[src/rtl/mips_ctrl_pkg.sv]
// Shared encodings for the multi-cycle MIPS controller: FSM states, opcode/funct
// values, ALU operation codes and datapath mux selects.
package mips_ctrl_pkg;

  typedef enum logic [3:0] {
    IDLE, FETCH, DECODE, EXEC_R, R_WB, EXEC_I, I_WB,
    MEM_ADDR, MEM_RD, MEM_WB, MEM_WR, BRANCH, JUMP, TRAP
  } state_e;

  localparam logic [5:0] OP_RTYPE = 6'h00;
  localparam logic [5:0] OP_J     = 6'h02;
  localparam logic [5:0] OP_BEQ   = 6'h04;
  localparam logic [5:0] OP_BNE   = 6'h05;
  localparam logic [5:0] OP_ADDI  = 6'h08;
  localparam logic [5:0] OP_ORI   = 6'h0D;
  localparam logic [5:0] OP_LW    = 6'h23;
  localparam logic [5:0] OP_SW    = 6'h2B;

  localparam logic [5:0] FN_ADD  = 6'h20;
  localparam logic [5:0] FN_ADDU = 6'h21;
  localparam logic [5:0] FN_SUB  = 6'h22;
  localparam logic [5:0] FN_AND  = 6'h24;
  localparam logic [5:0] FN_OR   = 6'h25;
  localparam logic [5:0] FN_SLT  = 6'h2A;

  localparam logic [3:0] ALU_AND = 4'b0000;
  localparam logic [3:0] ALU_OR  = 4'b0001;
  localparam logic [3:0] ALU_ADD = 4'b0010;
  localparam logic [3:0] ALU_SUB = 4'b0110;
  localparam logic [3:0] ALU_SLT = 4'b0111;

  localparam logic [1:0] SRCB_REG     = 2'b00;
  localparam logic [1:0] SRCB_FOUR    = 2'b01;
  localparam logic [1:0] SRCB_IMM     = 2'b10;
  localparam logic [1:0] SRCB_IMM_SH2 = 2'b11;

  localparam logic [1:0] PCSRC_ALU    = 2'b00;
  localparam logic [1:0] PCSRC_ALUOUT = 2'b01;
  localparam logic [1:0] PCSRC_JUMP   = 2'b10;

  // States that own the memory bus and are subject to the wait timeout.
  function automatic logic is_mem_state(input state_e s);
    return (s == FETCH) || (s == MEM_RD) || (s == MEM_WR);
  endfunction

endpackage

[src/rtl/mips_funct_decode.sv]
// R-type funct field to ALU operation decode; valid=0 flags an unsupported funct.
module mips_funct_decode
  import mips_ctrl_pkg::*;
(
  input  logic [5:0] funct,
  output logic [3:0] alu_op,
  output logic       valid
);

  always_comb begin
    alu_op = ALU_ADD;
    valid  = 1'b1;
    case (funct)
      FN_ADD, FN_ADDU: alu_op = ALU_ADD;
      FN_SUB:          alu_op = ALU_SUB;
      FN_AND:          alu_op = ALU_AND;
      FN_OR:           alu_op = ALU_OR;
      FN_SLT:          alu_op = ALU_SLT;
      default:         valid  = 1'b0;
    endcase
  end

endmodule

[src/rtl/mips_multicycle_ctrl.sv]
// Multi-cycle MIPS control FSM: sequences the shared datapath, handshakes with the
// unified memory, counts retired instructions and flags illegal opcodes / bus timeouts.
module mips_multicycle_ctrl
  import mips_ctrl_pkg::*;
#(
  parameter int unsigned TIMEOUT = 16,
  parameter int unsigned CNT_W   = 32
) (
  input  logic             clk,
  input  logic             reset,
  input  logic [5:0]       opcode,
  input  logic [5:0]       funct,
  input  logic             zero,
  input  logic             mem_ready,
  output logic             mem_req,
  output logic             mem_we,
  output logic             iord,
  output logic             ir_write,
  output logic             pc_en,
  output logic [1:0]       pc_source,
  output logic             alu_src_a,
  output logic [1:0]       alu_src_b,
  output logic [3:0]       alu_op,
  output logic             reg_dst,
  output logic             mem_to_reg,
  output logic             reg_write,
  output logic             illegal_instr,
  output logic             bus_error,
  output logic [CNT_W-1:0] retired
);

  localparam int unsigned WAIT_W = (TIMEOUT > 1) ? $clog2(TIMEOUT) : 1;

  state_e            state, state_next;
  logic [WAIT_W-1:0] wait_cnt;
  logic              is_bne, is_ori, is_sw;
  logic              timeout, retire;
  logic [3:0]        r_alu_op;
  logic              r_valid;

  mips_funct_decode u_funct_decode (
    .funct  (funct),
    .alu_op (r_alu_op),
    .valid  (r_valid)
  );

  assign timeout   = is_mem_state(state) && !mem_ready &&
                     (wait_cnt == WAIT_W'(TIMEOUT - 1));
  assign bus_error = timeout;
  assign retire    = (state == R_WB) || (state == I_WB) || (state == MEM_WB) ||
                     (state == BRANCH) || (state == JUMP) ||
                     ((state == MEM_WR) && mem_ready);

  always_ff @(posedge clk or posedge reset) begin
    if (reset) begin
      state    <= IDLE;
      wait_cnt <= '0;
      retired  <= '0;
      is_bne   <= 1'b0;
      is_ori   <= 1'b0;
      is_sw    <= 1'b0;
    end else begin
      state <= state_next;
      // A memory state is only re-entered by staying put, so any exit clears the count.
      if (is_mem_state(state) && !mem_ready && !timeout)
        wait_cnt <= wait_cnt + WAIT_W'(1);
      else
        wait_cnt <= '0;
      if (retire)
        retired <= retired + CNT_W'(1);
      // Opcode is only trusted in DECODE; keep what later states need.
      if (state == DECODE) begin
        is_bne <= (opcode == OP_BNE);
        is_ori <= (opcode == OP_ORI);
        is_sw  <= (opcode == OP_SW);
      end
    end
  end

  always_comb begin
    state_next    = state;
    mem_req       = 1'b0;
    mem_we        = 1'b0;
    iord          = 1'b0;
    ir_write      = 1'b0;
    pc_en         = 1'b0;
    pc_source     = PCSRC_ALU;
    alu_src_a     = 1'b0;
    alu_src_b     = SRCB_REG;
    alu_op        = ALU_ADD;
    reg_dst       = 1'b0;
    mem_to_reg    = 1'b0;
    reg_write     = 1'b0;
    illegal_instr = 1'b0;
    case (state)
      IDLE: state_next = FETCH;
      FETCH: begin
        mem_req   = 1'b1;
        alu_src_b = SRCB_FOUR;
        ir_write  = mem_ready;
        pc_en     = mem_ready;
        if (mem_ready)
          state_next = DECODE;
        else if (timeout)
          state_next = FETCH;
      end
      DECODE: begin
        alu_src_b = SRCB_IMM_SH2;
        case (opcode)
          OP_RTYPE:       state_next = r_valid ? EXEC_R : TRAP;
          OP_ADDI, OP_ORI: state_next = EXEC_I;
          OP_LW, OP_SW:   state_next = MEM_ADDR;
          OP_BEQ, OP_BNE: state_next = BRANCH;
          OP_J:           state_next = JUMP;
          default:        state_next = TRAP;
        endcase
      end
      EXEC_R: begin
        alu_src_a  = 1'b1;
        alu_src_b  = SRCB_REG;
        alu_op     = r_alu_op;
        state_next = R_WB;
      end
      R_WB: begin
        reg_dst    = 1'b1;
        reg_write  = 1'b1;
        state_next = FETCH;
      end
      EXEC_I: begin
        alu_src_a  = 1'b1;
        alu_src_b  = SRCB_IMM;
        alu_op     = is_ori ? ALU_OR : ALU_ADD;
        state_next = I_WB;
      end
      I_WB: begin
        reg_write  = 1'b1;
        state_next = FETCH;
      end
      MEM_ADDR: begin
        alu_src_a  = 1'b1;
        alu_src_b  = SRCB_IMM;
        state_next = is_sw ? MEM_WR : MEM_RD;
      end
      MEM_RD: begin
        mem_req = 1'b1;
        iord    = 1'b1;
        if (mem_ready)
          state_next = MEM_WB;
        else if (timeout)
          state_next = FETCH;
      end
      MEM_WB: begin
        mem_to_reg = 1'b1;
        reg_write  = 1'b1;
        state_next = FETCH;
      end
      MEM_WR: begin
        mem_req = 1'b1;
        mem_we  = 1'b1;
        iord    = 1'b1;
        if (mem_ready || timeout)
          state_next = FETCH;
      end
      BRANCH: begin
        alu_src_a  = 1'b1;
        alu_src_b  = SRCB_REG;
        alu_op     = ALU_SUB;
        pc_source  = PCSRC_ALUOUT;
        pc_en      = is_bne ? !zero : zero;
        state_next = FETCH;
      end
      JUMP: begin
        pc_source  = PCSRC_JUMP;
        pc_en      = 1'b1;
        state_next = FETCH;
      end
      TRAP: begin
        illegal_instr = 1'b1;
        state_next    = FETCH;
      end
      default: state_next = IDLE;
    endcase
  end

endmodule
[config.mk]
export PLATFORM = sky130hd
export DESIGN_NAME = mips_multicycle_ctrl
export DESIGN_NICKNAME = d
export VERILOG_FILES = /design/src/rtl/mips_ctrl_pkg.sv /design/src/rtl/mips_funct_decode.sv /design/src/rtl/mips_multicycle_ctrl.sv
export SDC_FILE = /design/constraint.sdc
export NUM_CORES = 1
export LEC_CHECK = 0
export ABC_AREA = 1
export CAP_MARGIN = 10
export CORE_UTILIZATION = 45
export CTS_CLUSTER_DIAMETER = 100
export CTS_CLUSTER_SIZE = 8
export DETAILED_ROUTE_END_ITERATION = 10
export PLACE_DENSITY = 0.71
export SYNTH_ARGS = -nofsm -noshare
export SYNTH_HDL_FRONTEND = slang
export SYNTH_HIERARCHICAL = 1
export SYNTH_SLANG_ARGS = --single-unit
[constraint.sdc]
create_clock -name clk -period 2.1 [get_ports clk]
set_input_delay 0.315 -clock clk [delete_from_list [all_inputs] [get_ports clk]]
set_output_delay 0.315 -clock clk [all_outputs]
set_load 0.02 [all_outputs]
==> results.py, run 1 <==
metrics = {
    "outcome": {
        "status": "completed",
    },
    "placed_design": {
        "placed_cell_area_mm2": 0.004113,
        "placedCellCount": 675,
        "hpwlAfterDp_um": 6545,
        "gp_congestion": 0.9814,
        "port_buffers": 65,
        "pre_cts_slack_ns": -0.2974,
    },
    "cells_and_area": {
        "syn_to_final_growth_pct": 33.99,
        "mostFrequentLayoutCells": "nand2_1, nor2_1, clkdlybuf4s50_1, nand3_1, dfrtp_1",
        "postLayoutCoreUtil": 0.6265,
        "layout.area.seq_mm2": 0.001079,
        "fin_nets": 606,
        "antennaDiodeCount": 0,
        "drive_gt1_frac": 0.1341,
        "finalInstanceArea_mm2": 0.004257,
        "multi_input_area_mm2": 0.001898,
        "fin_cells": 685,
        "nFillCells": 671,
        "final_common_cell": "nand2_1",
    },
    "clocking": {
        "numCtsBuffers": 5,
        "cts-root-buf": "clkbuf_8",
        "h-tree-depth": 2,
        "holdBufCountCts": 0,
        "cts_tree": "done",
        "clk_path_buf_depth": 2,
        "clkTransAtPathRegs_ns": 0.08,
        "clock-sinks": 43,
        "clk_latency_ns": 0.30,
    },
    "worst_setup_path": {
        "end_kind": "output port",
        "crit_path_max_fanout": 4,
        "crit_buf_inv": 4,
        "slowest_delay_ns": 0.40,
        "startpoint_type": "register",
        "worstPathCellList": "inv_2, nand2_1, buf_4, nor2_2, nor2_1, buf_4, a211o_1, buf_2",
        "critPathSlowestCell": "dfrtp_1",
        "crit_top_cell": "buf_4",
        "crit_family": "buffers and inverters",
        "required_ns": 1.78,
        "cp.arrival_ns": 1.73,
        "crit_type": "reg -> out",
    },
    "yosys": {
        "synth_area_mm2": 0.003177,
        "synth_top_family_by_area": "simple AND/OR/NAND/NOR gates",
        "yosys.area_share.simple": 0.5061,
        "avgSynthCellArea_um2": 6.431,
        "synth_xor_xnor_area_share": 0.05238,
        "synthAdderAreaFrac": 0.007877,
        "ys_ff_latch": 43,
        "synth_compound_area_frac": 0.02127,
        "synth_warnings": 6,
        "synthMuxAreaShare": 0,
        "netlist_instances": 494,
        "syn_nets": 512,
        "ys_seq_area_frac": 0.3387,
        "synth_cell_types": 30,
    },
    "pwr": {
        "intPower_mw": 2.190,
        "pwr-share-seq": 0.311,
        "pwr-share-clk": 0.174,
        "p_sw_mw": 1.669,
        "p_comb_frac": 0.515,
        "leakage_nw": 2.179,
        "total_power_mw": 3.859,
        "vdd_drop_max_mv": 0.3933,
        "p_per_area_mw_per_mm2": 906.6,
        "swShare": 0.4326,
    },
    "route": {
        "ant_nets": 0,
        "drtIter0Drc": 190,
        "first_pass_iters": 5,
        "num_vias": 3333,
        "wirelength_um": 8129,
        "viasPerCell": 4.866,
        "drt-wirelength-per-cell_um": 11.87,
        "drcViolationCount": 0,
    },
    "timing": {
        "relSlewSlack": 0.5376,
        "tightest_slew_ns": 0.6894,
        "fin_crit_sh": 0.9728,
        "fmax_ghz": 0.4895,
        "setup_viol": 0,
        "finalHoldViolCount": 0,
        "setup_ws_ns": 0.05703,
        "slew_viol_final": 0,
        "fin_crit_ns": 2.043,
        "finClkSkew_ns": 0.004611,
    },
    "die": {
        "die_area_mm2": 0.007399,
        "core_mm2": 0.006794,
        "initial_core_util": 0.4676,
        "die_y_um": 86.02,
        "die_w_um": 86.02,
        "num_rows": 30,
        "io_pins": 67,
    },
    "global_route": {
        "antenna_found_initial": 0,
        "grt_use_total": 0.2294,
        "overflow": 0,
        "grt_pass1_vias": 3078,
        "grt_first_pass_wirelength_um": 13670,
        "grt_max_degree": 36,
    },
    "worst_hold_path": {
        "hold_class": "in -> async",
    },
    "run": {
        "drv_cap": 0,
    },
}
## layer usage
metal	up-vias	part of all wire	GRT usage
li1	1732	-	-
met2	80	0.46	0.3730
met5	-	0	0
met4	0	0.012	0.06212
met1	1509	0.49	0.3136
met3	12	0.044	0.04042
## state kept, by name, indices dropped and copies added, names as in the netlist
register  flops
is_ori        1
wait_cnt      4
retired      32
is_sw         1
is_bne        1
state         4
## cell usage after synthesis, drive strengths merged
master  count  area (µm²)
a211o       1       8.760
a21oi       3       15.01
a22o        1       8.760
buf         7       50.05
conb        1       3.750
dfrtp      43        1076
ha          2       25.02
inv        48       180.2
nand2     189       742.0
nand3      43       232.7
nand3b     17       127.6
nand4       6       37.54
nor2      105       450.4
nor3        2       10.01
nor3b       1       7.510
o211ai      1       7.510
o21ai       4       20.02
o31ai       1       7.510
xnor2       2       17.52
xor2       17       148.9
## logic make-up after synthesis
kind of cell    count (synthesis)
other cells                     1
simple gates                  363
compound gates                 11
flops                          43
xor+xnor                       19
fa+ha+maj                       2
buf+inv                        55
## final cells by class
class | count | area share
Multi-Input combinational cell | 396 | 0.4459
Sequential cell | 43 | 0.2534
Timing Repair Buffer | 94 | 0.2025
Inverter | 48 | 0.04233
Tap cell | 96 | 0.02822
Clock buffer | 6 | 0.01940
Clock inverter | 2 | 0.008230
## power by group through the flow
stage,registers [mW],logic [mW],clock network [mW]
floorplan,1.30,1.05,0
global placement,1.20,1.99,0
detailed placement,1.21,2.01,0
CTS,1.19,1.96,0.685
global route,1.23,2.18,0.721
finish,1.20,1.99,0.671
## metrics by stage
step / setup TNS (ns) / hold WS [ns]
2_1_floorplan: 0 / 0.4331
3_3_place_gp: -0.5261 / 0.4518
4_1_cts: 0 / 0.3626
5_1_grt: -0.02806 / 0.3907
6_report: 0 / 0.3446
3_5_place_dp: -0.6247 / 0.4583
## path summary, 6_finish.rpt
path / from / to / slack (ns) / depth (start not counted)
max: state[3] / alu_op[1] / 0.06 / 8
min in group clk: wait_cnt[0] / wait_cnt[0] / 0.46 / 1
max reg2reg: state[0] / retired[7] / 0.36 / 7
max in group asynchronous: reset / retired[11] / 1.26 / 3
min: reset / wait_cnt[0] / 0.34 / 2
min reg2reg: wait_cnt[0] / wait_cnt[0] / 0.46 / 1
## what timing repair did
item                       in CTS  in global routing
setup endpoints to repair      14                 14
buffers inserted                0                  2
gates resized for setup        21                 19
pin swaps                       0                  1
Note: power is estimated with default switching activity, not from simulation.
==> run 2, diff against run 1 <==
- GPL_TIMING_DRIVEN: default -> 0
- HOLD_SLACK_MARGIN: default -> 0.12
==> results.py, run 2 (synthesized netlist as in run 1, its figures left out) <==
metrics = {
    "pwr": {
        "vdd_drop_max_mv": 0.3060,
        "swShare": 0.4654,
        "pwr-share-clk": 0.145,
        "p_comb_frac": 0.515,
        "pwr-share-seq": 0.340,
        "total_power_mw": 3.606,
        "leakage_nw": 2.063,
        "intPower_mw": 1.928,
        "p_sw_mw": 1.678,
        "p_per_area_mw_per_mm2": 876.8,
    },
    "clocking": {
        "clk_path_buf_depth": 2,
        "clk_latency_ns": 0.30,
        "h-tree-depth": 2,
        "clkTransAtPathRegs_ns": 0.08,
        "holdBufCountCts": 0,
        "clock-sinks": 43,
        "cts-root-buf": "clkbuf_8",
        "numCtsBuffers": 5,
        "cts_tree": "done",
    },
    "cells_and_area": {
        "largest_reg_flops": 32,
        "syn_to_final_growth_pct": 29.46,
        "final_common_cell": "nand2_1",
        "multi_input_area_mm2": 0.001903,
        "fin_nets": 590,
        "mostFrequentLayoutCells": "nand2_1, nor2_1, clkdlybuf4s50_1, nand3_1, dfrtp_1",
        "drive_gt1_frac": 0.1187,
        "finalInstanceArea_mm2": 0.004113,
        "antennaDiodeCount": 0,
        "reg_top3": "retired (32), state (4), wait_cnt (4)",
        "regMostFlops": "retired",
        "layout.area.seq_mm2": 0.001080,
        "nFillCells": 705,
    },
    "timing": {
        "finClkSkew_ns": 0.01129,
        "fin_crit_ns": 2.036,
        "fmax_ghz": 0.4912,
        "setup_ws_ns": 0.06401,
        "setup_viol": 0,
        "relSlewSlack": 0.5499,
        "tightest_slew_ns": 0.6738,
        "fin_crit_sh": 0.9695,
        "setup_tns_ns": 0,
        "finalHoldViolCount": 0,
        "slew_viol_final": 0,
    },
    "global_route": {
        "grt_use_total": 0.2429,
        "grt_pass1_vias": 3010,
        "grt_max_degree": 40,
        "overflow": 0,
        "antenna_found_initial": 0,
        "grt_first_pass_wirelength_um": 14170,
    },
    "outcome": {
        "status": "completed",
    },
    "route": {
        "drt-wirelength-per-cell_um": 12.83,
        "num_vias": 3232,
        "first_pass_iters": 4,
        "drtIter0Drc": 200,
        "wirelength_um": 8586,
        "drcViolationCount": 0,
        "ant_nets": 0,
        "viasPerCell": 4.831,
    },
    "worst_hold_path": {
        "hold_class": "in -> async",
    },
    "die": {
        "die_area_mm2": 0.007399,
        "die_w_um": 86.02,
        "num_rows": 30,
        "initial_core_util": 0.4676,
        "die_y_um": 86.02,
        "io_pins": 67,
        "core_mm2": 0.006794,
    },
    "placed_design": {
        "placed_cell_area_mm2": 0.003968,
        "gp_congestion": 0.9471,
        "port_buffers": 65,
        "hpwlAfterDp_um": 6803,
        "pre_cts_slack_ns": -0.3064,
    },
    "worst_setup_path": {
        "r2r_cells": 7,
        "r2r_end": "retired[18]",
        "cp.arrival_ns": 1.72,
        "regToRegSetupSlack_ns": 0.27,
        "crit_path_max_fanout": 7,
        "startpoint_type": "register",
        "end_kind": "output port",
        "r2r-start": "retired[0]",
        "cp-startpoint": "state[0]",
        "crit_type": "reg -> out",
        "required_ns": 1.78,
    },
    "run": {
        "drv_cap": 0,
    },
}
run 2: cell count changes in the layout (fill, tap and decap cells not counted), sizes merged:
cell / previous run / this run
buf: 30 / 16
bufinv: 1 / 0
clkinv: 2 / 1
dlygate4sd2: 9 / 8
inv: 47 / 48
dlymetal6s2s: 5 / 4
clkdlybuf4s50: 46 / 47
clkinvlp: 0 / 1
clkdlybuf4s15: 1 / 2
clkbuf: 9 / 7
run 2: power by group through the flow:
stage | Combinational, mW | Sequential, mW | Clock, mW
floorplan | 1.05 | 1.30 | 0
global placement | 1.79 | 1.23 | 0
detailed placement | 1.82 | 1.23 | 0
CTS | 1.83 | 1.22 | 0.544
global route | 2.05 | 1.26 | 0.572
finish | 1.86 | 1.23 | 0.523
run 2: critical path, stage by stage, from the launching register on:
cell	delay [ns]
dfrtp_2	0.49
nor2_2	0.18
nand3_1	0.10
inv_1	0.06
clkdlybuf4s50_1	0.60
run 2: layer usage:
metal / routed length [µm] / up-vias / GRT usage / share of wire
met5: 0 / - / 0 / 0
li1: - / 1689 / - / -
met2: 3863 / 72 / 0.3795 / 0.45
met4: 31 / 0 / 0.05000 / 0.0036
met3: 328 / 2 / 0.02887 / 0.038
met1: 4362 / 1469 / 0.3602 / 0.51
run 2: metrics by stage:
step	std cells	hold slack, ns	utilization
2_1_floorplan	494	0.4331	-
3_3_place_gp	655	0.4564	0.5810
3_5_place_dp	656	0.4616	0.5840
4_1_cts	667	0.2175	0.6002
5_1_grt	669	0.2191	0.6053
6_report	669	0.2212	0.6053
run 2: layout make-up:
type / count / area share
timing repair buffer: 71 / 0.1682
inverter: 48 / 0.04442
sequential: 43 / 0.2626
clock buffer: 6 / 0.01765
tap: 96 / 0.02921
multi-input combinational: 396 / 0.4627
clock inverter: 2 / 0.003042
buffer: 7 / 0.01217
run 2: how the worst max path moves through the flow:
stage | to | slack (ns) | cells past startpoint
after floorplan | pc_en | 0.28 | 7
after global placement | alu_op[1] | -0.28 | 10
after detailed placement | alu_op[1] | -0.31 | 10
after CTS | pc_en | 0.008 | 8
after global routing | reg_dst | -0.01 | 4
final | reg_dst | 0.06 | 4
run 2: repair_timing:
action,CTS,global route
resized for setup,35,16
pin swaps,1,1
endpoints found under the setup margin,16,9
setup buffers,3,2
gates cloned,0,0
==> run 3, diff against run 2 <==
- PLACE_DENSITY: 0.71 -> 0.72
- SYNTH_HIERARCHICAL: 1 -> default
==> results.py, run 3 <==
metrics = {
    "worst_hold_path": {
        "hold_class": "in -> async",
    },
    "cells_and_area": {
        "antennaDiodeCount": 0,
        "drive_gt1_frac": 0.1036,
        "fin_nets": 548,
        "mostFrequentLayoutCells": "nand2_1, nor2_1, clkdlybuf4s50_1, inv_1, dfrtp_1",
        "final_common_cell": "nand2_1",
        "regMostFlops": "retired",
        "reg_top3": "retired (32), state (4), wait_cnt (4)",
        "syn_to_final_growth_pct": 30.87,
        "largest_reg_flops": 32,
        "fin_cells": 608,
    },
    "pwr": {
        "pwr-share-clk": 0.168,
        "vdd_drop_max_mv": 0.6251,
        "swShare": 0.4367,
        "p_per_area_mw_per_mm2": 816.7,
        "intPower_mw": 1.781,
        "p_comb_frac": 0.476,
        "leakage_nw": 1.800,
        "p_sw_mw": 1.381,
        "pwr-share-seq": 0.356,
    },
    "yosys": {
        "netlist_instances": 453,
        "synth_cell_types": 32,
        "synth_common_cells": "nand2_1, nor2_1, inv_1",
        "synth_xor_xnor_area_share": 0.06427,
        "syn_nets": 471,
        "avgSynthCellArea_um2": 6.532,
        "synth_warnings": 0,
        "ys_ff_latch": 43,
        "synth_area_mm2": 0.002959,
        "synth.top_cell.area_share": 0.3636,
        "synthAdderAreaFrac": 0.008457,
        "synth_top_family_by_area": "simple AND/OR/NAND/NOR gates",
        "yosysMostFrequentCell": "nand2_1",
        "yosys.area_share.simple": 0.4262,
        "synth_top_cells_by_area": "dfrtp_1, nand2_1, nor2_1, inv_1, xnor2_1",
        "synthMuxAreaShare": 0,
        "ys_seq_area_frac": 0.3636,
        "synth-edff-count": 0,
        "synth_compound_area_frac": 0.05370,
        "ys.flop_type": "dfrtp_1",
        "yosysTopAreaCell": "dfrtp_1",
        "ys_async_sr_fraction": 1.000,
    },
    "timing": {
        "finalHoldViolCount": 0,
        "setup_viol": 0,
        "rsz0062_at_grt": "yes",
        "hold_ws_ns": 0.1922,
        "fin_crit_sh": 0.9645,
        "finClkSkew_ns": 0.005548,
        "fmax_ghz": 0.4937,
        "fin_crit_ns": 2.025,
        "slew_viol_final": 0,
    },
    "clocking": {
        "clk_path_buf_depth": 2,
        "h-tree-depth": 2,
        "cts-root-buf": "clkbuf_8",
        "numCtsBuffers": 5,
        "clock-sinks": 43,
        "cts_tree": "done",
        "clk_latency_ns": 0.30,
        "clkTransAtPathRegs_ns": 0.08,
    },
    "route": {
        "num_vias": 3076,
        "drtIter0Drc": 139,
        "ant_nets": 0,
        "drt-wirelength-per-cell_um": 13.14,
        "first_pass_iters": 6,
        "viasPerCell": 5.059,
        "drcViolationCount": 0,
        "wirelength_um": 7988,
    },
    "global_route": {
        "overflow": 0,
        "antenna_found_initial": 0,
        "grt_use_total": 0.2433,
        "grt_first_pass_wirelength_um": 13600,
        "grt_max_degree": 41,
        "grt_pass1_vias": 3021,
    },
    "worst_setup_path": {
        "crit_path_max_fanout": 6,
        "crit_type": "reg -> out",
        "end_kind": "output port",
        "required_ns": 1.78,
        "startpoint_type": "register",
        "cp.arrival_ns": 1.71,
    },
    "die": {
        "initial_core_util": 0.4660,
        "die_w_um": 83.09,
        "die_area_mm2": 0.006904,
        "io_pins": 67,
        "die_y_um": 83.09,
        "core_mm2": 0.006350,
        "num_rows": 29,
    },
    "placed_design": {
        "placedCellCount": 596,
        "hpwlAfterDp_um": 6196,
        "gp_congestion": 0.9418,
        "port_buffers": 65,
    },
    "outcome": {
        "status": "completed",
    },
    "run": {
        "drv_cap": 0,
    },
}
-- run 3: worst max-delay path, cell delays in order (launching register included) --
cell and delay, ns:
dfrtp_2 0.45, buf_4 0.14, nand2_4 0.07, nor2_1 0.12
clkdlybuf4s50_1 0.63
-- run 3: repair_timing --
action	CTS	global route
buffers inserted	1	3
hold buffers	0	0
endpoints found under the setup margin	13	10
resized for setup	36	22
pin swaps	1	1
-- run 3: power by group through the flow --
| stage | logic (mW) | registers (mW) | clock network, mW |
|---|---|---|---|
| after global placement | 1.44 | 1.12 | 0 |
| after CTS | 1.46 | 1.12 | 0.546 |
| after floorplan | 0.852 | 1.17 | 0 |
| final | 1.50 | 1.13 | 0.532 |
| after detailed placement | 1.46 | 1.13 | 0 |
| after global routing | 1.65 | 1.15 | 0.580 |
-- run 3: path summary, 6_finish.rpt --
check,cells past startpoint,slack [ns],end,startpoint
setup / recovery,4,0.07,iord,state[3]
hold / removal,2,0.19,wait_cnt[1],reset
setup reg to reg,10,0.26,retired[30],retired[0]
hold reg to reg,1,0.47,wait_cnt[0],wait_cnt[0]
max in group asynchronous,3,1.48,state[3],reset
min in group clk,1,0.47,wait_cnt[0],wait_cnt[0]
-- run 3: kinds of logic (layout without fill, tap and decap cells) --
kind of cell,after synthesis,in the layout
flip-flops,43,43
buffers and inverters,55,133
AO/OA/AOI/OAI,28,28
XOR/XNOR,20,20
other,1,1
adder cells (fa/ha/maj),2,2
AND/OR/NAND/NOR,304,304
-- run 3: cell type report --
cell class	count	area (µm²)
Fill cell	600	2477
Multi-Input combinational cell	355	1695
Sequential cell	43	1079
Timing Repair Buffer	70	673.1
Inverter	49	183.9
Tap cell	77	96.34
Clock buffer	6	72.57
Buffer	6	60.06
Clock inverter	2	12.51
-- run 3: stage by stage --
| stage | power (mW) | instance area [µm²] | TNS (ns) | util | setup WS (ns) |
|---|---|---|---|---|---|
| 3_5_place_dp | 2.589 | 3726 | -1.079 | 0.5868 | -0.2547 |
| 5_1_grt | 3.382 | 3872 | -0.01539 | 0.6099 | -0.01539 |
| 6_report | 3.162 | 3872 | 0 | 0.6099 | 0.07464 |
| 2_1_floorplan | 2.022 | 2959 | 0 | - | 0.3827 |
| 4_1_cts | 3.129 | 3847 | -0.04088 | 0.6059 | -0.02785 |
| 3_3_place_gp | 2.562 | 3706 | -10.33 | 0.5836 | -0.2213 |
-- run 3: routing by layer --
layer	share of wire	global-route usage	wire, µm
met1	0.43	0.2831	3459
met5	0	0	0
met2	0.51	0.4486	4094
met3	0.030	0.03777	238
met4	0.025	0.08777	196
